<file path="config.mk">
export PLATFORM = sky130hd
export DESIGN_NAME = mul_iter_param
export DESIGN_NICKNAME = d
export VERILOG_FILES = /design/src/rtl/mul_iter_param.sv
export SDC_FILE = /design/constraint.sdc
export NUM_CORES = 1
export LEC_CHECK = 0
export CAP_MARGIN = 20
export CORE_ASPECT_RATIO = 0.75
export CORE_MARGIN = 8
export CORE_UTILIZATION = 50
export DETAILED_ROUTE_END_ITERATION = 6
export GPL_TIMING_DRIVEN = 0
export PLACE_DENSITY = 0.77
export REMOVE_ABC_BUFFERS = 1
export SETUP_SLACK_MARGIN = 0.2
export SKIP_LAST_GASP = 1
export SLEW_MARGIN = 15
export SYNTH_ARGS = -nofsm -noshare
export SYNTH_HDL_FRONTEND = slang
export SYNTH_SLANG_ARGS = --single-unit
</file>
<file path="constraint.sdc">
create_clock -name clk -period 4.45 [get_ports clk]
set_input_delay 0.445 -clock clk [delete_from_list [all_inputs] [get_ports clk]]
set_output_delay 0.445 -clock clk [all_outputs]
set_load 0.1 [all_outputs]
</file>
<file path="src/rtl/mul_iter_param.sv">
// Parametrised iterative multiplier: retires STEP multiplier bits per cycle
// on magnitudes and applies the sign at the end. It has an optional early
// exit once the remaining multiplier bits are zero, and it holds its result
// while start_i stays high.
module mul_iter_param #(
    parameter int WIDTH     = 32,
    parameter int STEP      = 1,
    parameter int EARLY_OUT = 1
) (
    input  logic               clk,
    input  logic               rst,
    input  logic               start_i,
    input  logic               cancel_i,
    input  logic               signed_i,
    input  logic [WIDTH-1:0]   opa_i,
    input  logic [WIDTH-1:0]   opb_i,
    output logic               busy_o,
    output logic               ready_o,
    output logic [2*WIDTH-1:0] result_o
);

    localparam int NSTEPS = WIDTH / STEP;
    localparam int CW     = $clog2(NSTEPS + 1);

    typedef enum logic [1:0] {
        S_IDLE,
        S_RUN,
        S_FIX,
        S_DONE
    } state_t;

    state_t             r_state;
    logic [2*WIDTH-1:0] r_mcand;
    logic [WIDTH-1:0]   r_mb;
    logic [2*WIDTH-1:0] r_acc;
    logic [CW-1:0]      r_count;
    logic               r_neg;
    logic               r_busy;
    logic               r_ready;
    logic [2*WIDTH-1:0] r_result;

    logic [WIDTH-1:0]   w_maIn;
    logic [WIDTH-1:0]   w_mbIn;
    logic               w_negIn;
    logic               w_zeroIn;
    logic [2*WIDTH-1:0] w_partial;
    logic [WIDTH-1:0]   w_mbNext;
    logic               w_exitRun;
    logic [2*WIDTH-1:0] w_fixResult;

    // Operand magnitudes and the product sign at accept time; the most
    // negative value keeps its own bit pattern, which is its unsigned magnitude
    always_comb begin
        w_maIn   = (signed_i && opa_i[WIDTH-1]) ? -opa_i : opa_i;
        w_mbIn   = (signed_i && opb_i[WIDTH-1]) ? -opb_i : opb_i;
        w_negIn  = signed_i & (opa_i[WIDTH-1] ^ opb_i[WIDTH-1]);
        w_zeroIn = (opa_i == '0) || (opb_i == '0);
    end

    // Shift-add partial product for the STEP low multiplier bits of this cycle
    always_comb begin
        w_partial = '0;
        for (int j = 0; j < STEP; j++) begin
            if (r_mb[j]) begin
                w_partial = w_partial + (r_mcand << j);
            end
        end
    end

    // Leave RUN on the last chunk, or earlier when nothing is left to add
    always_comb begin
        w_mbNext    = r_mb >> STEP;
        w_exitRun   = (r_count == CW'(NSTEPS - 1)) ||
                      ((EARLY_OUT != 0) && (w_mbNext == '0));
        w_fixResult = r_neg ? -r_acc : r_acc;
    end

    // Control FSM with registered outputs; cancel aborts from any active state
    always_ff @(posedge clk) begin
        if (!rst) begin
            r_state  <= S_IDLE;
            r_mcand  <= '0;
            r_mb     <= '0;
            r_acc    <= '0;
            r_count  <= '0;
            r_neg    <= 1'b0;
            r_busy   <= 1'b0;
            r_ready  <= 1'b0;
            r_result <= '0;
        end else begin
            case (r_state)
                S_IDLE: begin
                    if (start_i && !cancel_i) begin
                        r_neg   <= w_negIn;
                        r_mcand <= {{WIDTH{1'b0}}, w_maIn};
                        r_mb    <= w_mbIn;
                        r_acc   <= '0;
                        r_count <= '0;
                        if (w_zeroIn) begin
                            r_state  <= S_DONE;
                            r_ready  <= 1'b1;
                            r_result <= '0;
                            r_busy   <= 1'b0;
                        end else begin
                            r_state <= S_RUN;
                            r_busy  <= 1'b1;
                        end
                    end
                end
                S_RUN: begin
                    if (cancel_i) begin
                        r_state  <= S_IDLE;
                        r_busy   <= 1'b0;
                        r_ready  <= 1'b0;
                        r_result <= '0;
                    end else begin
                        r_acc   <= r_acc + w_partial;
                        r_mcand <= r_mcand << STEP;
                        r_mb    <= w_mbNext;
                        r_count <= r_count + 1'b1;
                        if (w_exitRun) begin
                            r_state <= S_FIX;
                        end
                    end
                end
                S_FIX: begin
                    if (cancel_i) begin
                        r_state  <= S_IDLE;
                        r_busy   <= 1'b0;
                        r_ready  <= 1'b0;
                        r_result <= '0;
                    end else begin
                        r_state  <= S_DONE;
                        r_result <= w_fixResult;
                        r_ready  <= 1'b1;
                        r_busy   <= 1'b0;
                    end
                end
                S_DONE: begin
                    if (cancel_i || !start_i) begin
                        r_state  <= S_IDLE;
                        r_busy   <= 1'b0;
                        r_ready  <= 1'b0;
                        r_result <= '0;
                    end
                end
                default: begin
                    r_state  <= S_IDLE;
                    r_busy   <= 1'b0;
                    r_ready  <= 1'b0;
                    r_result <= '0;
                end
            endcase
        end
    end

    assign busy_o   = r_busy;
    assign ready_o  = r_ready;
    assign result_o = r_result;

endmodule

</file>
==> results.cfg, run 1 <==
[logic_synthesis]
synth_area_um2 = 15800
synthMuxAreaShare = 0.00254
yosys_register_bits = 235
ys_seq_area_frac = 0.299
async_flop_share = 0
syn-instance-count = 2058
yosys.area_share.simple = 0.253
avgSynthCellArea_um2 = 7.65
synth_xor_area_frac = 0.0979
yosys-top-cells-area = dfxtp_1 (30%), xor2_1 (6.3%), nand2_1 (6.1%)
synth_area_leader_cell = dfxtp_1
synth_edf_count = 0
synth.lib_cells_used.distinct = 76
synth_top_family_by_area = simple AND/OR/NAND/NOR gates
synth.top_cell.area_share = 0.299
synth.top_cells.by_count = nand2_1 (257), dfxtp_1 (235), a21oi_1 (171)
synthAdderAreaFrac = 0.0545
yosysWarnings = 0
synthFlopType = dfxtp_1
synth_compound_area_frac = 0.251
yosys.cell_count.top_type = nand2_1

[critical_path]
cp_top_family = compound AO/OA/AOI/OAI gates
required_ps = 4890
worst-path-buf-inv = 1
slowest_delay_ps = 510
crit_chain = buf_12 -> and2_1 -> ha_1 -> nand4_1 -> nor4b_1 -> nand2_1 -> a21oi_1 -> o21ai_1 -> o31ai_2 -> a21boi_1 -> o41ai_1 -> xnor2_1 -> o21ai_1
worstSetupPathType = register to register
worst-path-max-fanout = 41
arrival_ps = 4540
worst_path_max_delay_cell = o41ai_1
crit_path_end_kind = register
path_common_cell = o21ai_1
cp-start-kind = register

[global_routing]
grtUsageMet2 = 0.359
busiest_layer = met2
grt_overflow = 0
grt_use_met3 = 0.0430
track_usage = 0.225
grt_pass1_wl_um = 71800
grt_max_degree = 88
grtUsageMet1 = 0.310
first_global_vias = 13871
antenna_found_initial = 0

[run]
maxCapViolations = 0

[floorplan]
die_x_um = 221
io_pins = 135
rows = 56
core_area_um2 = 31100
fp.dieH_um = 170
dieArea_um2 = 37500
start_util = 0.506

[cts]
clock_path_buffers = 3
cts_buffers = 25
h-tree-depth = 1
hold_buffers = 0
root_buffer = clkbuf_16
clock_latency_ps = 550
cts_tree = yes
numClockSinks = 235
cts.clk_slew.worst_paths_ps = 60

[layout]
diodes = 0
synthToLayoutAreaGrowth_pct = 16.1
fin_cells = 2528
final_util = 0.588
drive_gt1_frac = 0.0481
nNetsFinal = 2241

[timing]
setup_viol = 0
final-hold-violation-count = 0
period_share = 0.921
finalSetupTns_ps = 0
fin_crit_ps = 4100
hold_ws_ps = 393
grt_setup_unrepaired = no
finClkSkew_ps = 16.1
tightest_slew_ps = 1010
fmax_mhz = 244
drv_slew = 0
maxSlewHeadroom = 0.322

[pwr]
power_frac_seq = 0.444
ir_drop_uv = 226
power.density_nw_per_um2 = 275
swShare = 0.275
p_leak_nw = 7.03
pwr-share-comb = 0.150
pwr-share-clk = 0.406
p_int_mw = 3.64
switching_power_mw = 1.38
power_mw = 5.03

[run_status]
status = finished clean

[routing]
wirelength_um = 43900
firstDrtPassIters = 5
num_vias = 14750
drt-initial-drc-count = 1084
viasPerCell = 5.83
avgRoutedWirePerCell_um = 17.4
detail-route-antenna-nets = 0
drcViolationCount = 0

[placed_design]
dp_hpwl_um = 33500
placedCellCount = 2482
port_buffers = 134
gp_congestion = 0.947

[hold_path]
hp-class = input port to register
## final timing paths
kind,startpoint,depth (start not counted),slack [ps],to
max,r_mb[0]$_SDFFE_PN0P_,13,350,r_acc[61]$_SDFFE_PN0P_
min,rst,3,390,r_state[0]$_SDFFE_PN0P_
max reg2reg,r_mb[0]$_SDFFE_PN0P_,13,350,r_acc[61]$_SDFFE_PN0P_
min reg2reg,result_o[22]$_SDFFE_PN0P_,2,440,result_o[22]$_SDFFE_PN0P_
## per-stage QoR
step	area, um2	worst slack (ps)
final	18300	352
after detailed placement	17500	41.5
after floorplan	15200	-5540
after CTS	18300	243
after global placement	17000	-10530
after global routing	18300	209
## layout by cell type, fill, tap and decap left out, types with 11 or more instances in the layout
master           synthesis  layout
nand2_1                257     255
dfxtp_1                235     233
a21oi_1                171     171
clkdlybuf4s50_1          0     133
nor2_1                 132     129
o21ai_0                128     128
xor2_1                 114     114
nor2b_1                 95      93
and2_1                  72      72
ha_1                    67      67
xnor2_1                 62      62
nand3_1                 60      60
o21ai_1                 60      59
a211oi_1                53      53
a21boi_0                43      43
inv_1                   28      28
nor3_1                  28      28
a21o_1                  27      27
clkbuf_16                0      25
a22oi_1                 24      24
nand4_1                 23      23
o31ai_1                 23      22
or3_1                   19      19
nor4_1                  19      19
a31oi_1                 17      17
or4_1                   17      17
o41ai_1                 14      14
o211ai_1                13      13
nand2b_1                12      11
## worst reg2reg max path: cells and delay by family (launching register included)
kind            cells  cell delay (ps)
flops               1              410
xor+xnor            1              180
compound gates      6             1770
fa+ha+maj           1              460
simple gates        4              950
buf+inv             1              200
## layout make-up
| class | count | area (um2) |
|---|---|---|
| inverters | 28 | 105 |
| flip-flops and latches | 235 | 4710 |
| multi-input cells | 1663 | 10500 |
| well taps | 406 | 508 |
| clock inverters | 8 | 68.8 |
| repair buffers | 151 | 1710 |
| clock buffers | 37 | 721 |
| fillers | 2878 | 12800 |
## power groups by stage
stage	sequential, mW	combinational (mW)	clock [mW]
finish	2.23	0.753	2.04
floorplan	2.28	0.428	0
CTS	2.23	0.752	2.09
detailed placement	2.28	0.748	0
global route	2.24	0.828	2.18
global placement	2.28	0.684	0
## what timing repair did
item	4_1_cts	5_1_grt
setup endpoints to repair	3	8
setup buffers	0	1
gates resized for setup	1	3
pin swaps	0	1
## state kept, by name, indices dropped and copies added, names as in the netlist
| name | cells |
|---|---|
| result_o | 64 |
| r_state | 2 |
| r_acc | 64 |
| r_count | 6 |
| r_mb | 32 |
| ready_o | 1 |
| busy_o | 1 |
| r_neg | 1 |
| r_mcand | 64 |
## cell families after synthesis
logic type,count (synthesis)
xor gates and xnor gates,176
buffers and inverters,160
AOI/OAI and AO/OA,634
adders and majority gates,68
and+or+nand+nor,781
muxes,4
DFF,235
## routing by layer
layer | routed length (um) | vias to the layer above
met1 | 21000 | 6827
met3 | 2870 | 72
li1 | - | 7450
met5 | 0 | -
met4 | 1110 | 0
met2 | 18900 | 401
(Power assumes the default switching activity.)
==> run 2, diff against run 1 <==
--- a/config.mk
+++ b/config.mk
@@ -5,7 +5,7 @@
 export SDC_FILE = /design/constraint.sdc
 export NUM_CORES = 1
 export LEC_CHECK = 0
-export CAP_MARGIN = 20
+export CAP_MARGIN = 40
 export CORE_ASPECT_RATIO = 0.75
 export CORE_MARGIN = 8
 export CORE_UTILIZATION = 50
==> run 2 against run 1 <==
Effect of this change:
- clock power is 6% higher
- flip-flop and latch count unchanged
- first-iteration DRC count shrank 10%
- clock-buffer cell count fell by 5
- largest cell class unchanged
- cell count up 2.7%
- clock skew up 2.7 ps
- via count up 2.3%
- die area stayed put
- setup slack improved by 59 ps
- non-clock buffer count grew 67
- register-to-register slack gained 60 ps
- sequential share of layout area fell by 1.5 points
==> results.cfg, run 2 (same netlist as run 1, synthesis figures left out) <==
[run_status]
status = finished clean

[layout]
fin_cells = 2595
stdcell_area_um2 = 19400
synthToLayoutAreaGrowth_pct = 23.3
drive_gt1_frac = 0.0786
diodes = 0
final_util = 0.624
layout_commonest_cell = nand2_1
nNetsFinal = 2309
final_cell_mix = nand2_1 (255), dfxtp_1 (233), a21oi_1 (171)

[placed_design]
placedCellCount = 2548
pre_cts_slack_ps = -5.61
gp_congestion = 0.947
dp_hpwl_um = 34400
port_buffers = 134
placed_area_um2 = 18500

[floorplan]
io_pins = 135
dieArea_um2 = 37500
fp.dieH_um = 170
rows = 56
core_area_um2 = 31100
die_x_um = 221
start_util = 0.506

[timing]
finClkSkew_ps = 18.8
fmax_mhz = 248
period_share = 0.908
tightest_slew_ps = 856
setup_ws_ps = 411
setup_viol = 0
drv_slew = 0
final-hold-violation-count = 0
fin_crit_ps = 4040
maxSlewHeadroom = 0.428
finalSetupTns_ps = 0
grt_setup_unrepaired = no
hold_ws_ps = 387

[critical_path]
reg2reg_slack_ps = 410
endpoint = r_acc[61]$_SDFFE_PN0P_
cp-start-kind = register
reg2reg_to = r_acc[61]$_SDFFE_PN0P_
required_ps = 4890
r2r-start = r_mb[0]$_SDFFE_PN0P_
worstRegToRegCells = 13
crit_path_end_kind = register
critPathLaunch = r_mb[0]$_SDFFE_PN0P_
arrival_ps = 4480
worst-path-max-fanout = 41
worstSetupPathType = register to register

[routing]
num_vias = 15087
detail-route-antenna-nets = 0
viasPerCell = 5.81
firstDrtPassIters = 5
drcViolationCount = 0
wirelength_um = 44900
drt-initial-drc-count = 972
avgRoutedWirePerCell_um = 17.3

[cts]
hold_buffers = 0
cts_tree = yes
cts_buffers = 26
cts.clk_slew.worst_paths_ps = 60
clock_path_buffers = 3
numClockSinks = 235
root_buffer = clkbuf_16
h-tree-depth = 1
clock_latency_ps = 550

[global_routing]
grt_use_met3 = 0.0492
busiest_layer = met2
grtUsageMet2 = 0.370
first_global_vias = 14169
grt_max_degree = 88
grtUsageMet1 = 0.308
grt_pass1_wl_um = 72800
grt_overflow = 0
antenna_found_initial = 0
track_usage = 0.229

[pwr]
power.density_nw_per_um2 = 265
ir_drop_uv = 239
power_mw = 5.15
p_leak_nw = 7.56

[run]
maxCapViolations = 0

[hold_path]
hp-class = input port to register
-- run 2: worst min path at each step --
| stage | depth (start not counted) | slack, ps | to | from |
|---|---|---|---|---|
| global placement | 2 | 430 | result_o[34]$_SDFFE_PN0P_ | result_o[34]$_SDFFE_PN0P_ |
| floorplan | 2 | 440 | r_mcand[63]$_SDFFE_PN0P_ | r_mcand[63]$_SDFFE_PN0P_ |
| CTS | 3 | 350 | r_state[0]$_SDFFE_PN0P_ | rst |
| finish | 3 | 390 | r_state[0]$_SDFFE_PN0P_ | rst |
| detailed placement | 2 | 440 | result_o[40]$_SDFFE_PN0P_ | result_o[40]$_SDFFE_PN0P_ |
| global route | 3 | 420 | r_state[0]$_SDFFE_PN0P_ | rst |
-- run 2: final cells by class --
cell class | instances | area (um2)
Fill cell | 2704 | 11700
Clock inverter | 13 | 159
Sequential cell | 235 | 4710
Timing Repair Buffer | 218 | 2790
Tap cell | 406 | 508
Inverter | 28 | 105
Multi-Input combinational cell | 1663 | 10500
Clock buffer | 32 | 683
-- run 2: critical path, stage by stage, from the launching register on --
cell      delay [ps]
dfxtp_4          420
buf_12           200
and2_1           170
ha_1             460
nand4_1          210
nor4b_1          470
nand2_1          110
a21oi_1          260
o21ai_1          220
o31ai_2          460
a21boi_1         270
o41ai_2          450
xnor2_1          160
o21ai_1           70
-- run 2: per-layer routing --
layer | routed length [um] | share of wire
met1 | 20700 | 0.46
met2 | 19700 | 0.44
met3 | 3300 | 0.074
met4 | 1120 | 0.025
met5 | 0 | 0
-- run 2: what timing repair did --
item / 4_1_cts / 5_1_grt
setup endpoints to repair: 3 / 8
gates resized for setup: 2 / 3
gates cloned: 0 / 0
buffers inserted: 0 / 2
pin swaps: 0 / 1
-- run 2: power by group --
part	internal (mW)	switching [mW]	total [mW]	leakage, nW
logic	0.306	0.455	0.761	5.24
registers	2.17	0.0627	2.23	1.90
clock network	1.27	0.894	2.16	0.419
total	3.74	1.41	5.15	7.56
==> run 3, diff against run 2 <==
--- a/config.mk
+++ b/config.mk
@@ -11,6 +11,7 @@
 export CORE_UTILIZATION = 50
 export DETAILED_ROUTE_END_ITERATION = 6
 export GPL_TIMING_DRIVEN = 0
+export MAX_ROUTING_LAYER = met4
 export PLACE_DENSITY = 0.77
 export REMOVE_ABC_BUFFERS = 1
 export SETUP_SLACK_MARGIN = 0.2
==> run 3 against run 2 <==
Effect of this change:
- non-clock buffer count shrank 1
- cell count fell by 0.15%
- register-to-register slack about the same
- sequential share of layout area is essentially flat
- clock-buffer cell count grew 3
- critical path type unchanged
- critical endpoint unchanged
==> results.cfg, run 3 (same netlist as run 1, synthesis figures left out) <==
[run_status]
status = finished clean

[timing]
grt_setup_unrepaired = yes
period_share = 0.907
finClkSkew_ps = 14.7
drv_slew = 0
tightest_slew_ps = 732
final-hold-violation-count = 0
fmax_mhz = 248
hold_ws_ps = 388
setup_ws_ps = 412
setup_viol = 0
finalSetupTns_ps = 0
fin_crit_ps = 4040
maxSlewHeadroom = 0.508

[routing]
drt-initial-drc-count = 1116
viasPerCell = 5.81
wirelength_um = 45100
detail-route-antenna-nets = 0
num_vias = 15056
firstDrtPassIters = 5
avgRoutedWirePerCell_um = 17.4
drcViolationCount = 0

[global_routing]
track_usage = 0.241
first_global_vias = 14439
grt_overflow = 0
grt_max_degree = 88
grt_pass1_wl_um = 74400
antenna_found_initial = 0

[floorplan]
core_area_um2 = 31100
fp.dieH_um = 170
io_pins = 135
start_util = 0.506
rows = 56
die_x_um = 221
dieArea_um2 = 37500

[run]
maxCapViolations = 0

[layout]
synthToLayoutAreaGrowth_pct = 23.3
fillers = 2712
diodes = 0
nNetsFinal = 2307
final_cell_mix = nand2_1 (255), dfxtp_1 (233), a21oi_1 (171)
drive_gt1_frac = 0.0764
layout_commonest_cell = nand2_1

[critical_path]
worst_path_max_delay_cell = nor4b_1
required_ps = 4860
worst-path-max-fanout = 42
arrival_ps = 4450
cp-start-kind = register
crit_chain = buf_16 -> and2_1 -> ha_1 -> nand2_1 -> nor4b_1 -> nand2_1 -> a21oi_1 -> o21ai_1 -> o31ai_2 -> a21boi_1 -> o41ai_2 -> xnor2_1 -> o21ai_1
cp_top_family = compound AO/OA/AOI/OAI gates
slowest_delay_ps = 510
worstSetupPathDepth = 13
worst-path-buf-inv = 1
worstSetupPathType = register to register
worstRegToRegCells = 13
reg2reg_slack_ps = 410
crit_path_end_kind = register

[placed_design]
port_buffers = 134
pre_cts_slack_ps = 68.3
dp_hpwl_um = 34500
gp_congestion = 0.929

[pwr]
power.density_nw_per_um2 = 268
ir_drop_uv = 219
p_leak_nw = 7.55

[cts]
cts.clk_slew.worst_paths_ps = 70
root_buffer = clkbuf_16
cts_tree = yes
clock_path_buffers = 3
numClockSinks = 235
h-tree-depth = 1
clock_latency_ps = 540
cts_buffers = 25

[hold_path]
worstHoldPathCells = 3
hp-class = input port to register
==> run 3: changes by cell type in the layout (fill, tap and decap cells not counted), sizes merged <==
cell	delta
buf	-1
clkinv	-6
clkbuf	+3
inv	-1
bufinv	+1
==> run 3: worst reg2reg max path, cell delays in order (launching register included) <==
cell,delay (ps)
dfxtp_4,420
buf_16,200
and2_1,230
ha_1,460
nand2_1,180
nor4b_1,510
nand2_1,100
a21oi_1,260
o21ai_1,190
o31ai_2,390
a21boi_1,270
o41ai_2,480
xnor2_1,170
o21ai_1,70
==> run 3: routing by layer <==
metal | track usage | share of wire
met5 | - | 0
met4 | 0.0602 | 0.022
met3 | 0.0402 | 0.054
met2 | 0.368 | 0.44
met1 | 0.329 | 0.48
==> run 3: final cells by class <==
class / count / area (um2) / area share
multi-input cells: 1663 / 10500 / 0.539
flip-flops and latches: 235 / 4710 / 0.243
repair buffers: 217 / 2770 / 0.143
clock buffers: 35 / 713 / 0.0367
well taps: 406 / 508 / 0.0262
clock inverters: 7 / 135 / 0.00696
inverters: 28 / 105 / 0.00541
==> run 3: repair_timing <==
| item | 4_1_cts | 5_1_grt |
|---|---|---|
| buffers inserted | 0 | 1 |
| pin swaps | 0 | 1 |
| setup endpoints to repair | 2 | 8 |
| hold buffers | 0 | 0 |
| gates resized for setup | 1 | 3 |
==> run 3: per-stage QoR <==
step	total power, mW	util	std cells	area (um2)
2_1_floorplan	2.71	-	1926	15200
3_3_place_gp	2.96	0.548	2466	17000
3_5_place_dp	3.03	0.596	2548	18500
4_1_cts	5.23	0.623	2590	19400
5_1_grt	5.40	0.624	2591	19400
6_report	5.20	0.624	2591	19400
==> run 3: path summary, 6_finish.rpt <==
check,start,to
setup reg to reg,r_mb[0]$_SDFFE_PN0P_,r_acc[61]$_SDFFE_PN0P_
hold reg to reg,result_o[26]$_SDFFE_PN0P_,result_o[26]$_SDFFE_PN0P_
hold / removal,rst,r_state[0]$_SDFFE_PN0P_
setup / recovery,r_mb[0]$_SDFFE_PN0P_,r_acc[61]$_SDFFE_PN0P_
==> run 3: where the power goes <==
group	total (mW)	switching [mW]	internal (mW)
combinational	0.757	0.450	0.307
clock	2.21	0.869	1.34
sequential	2.23	0.0629	2.17
total	5.20	1.38	3.81
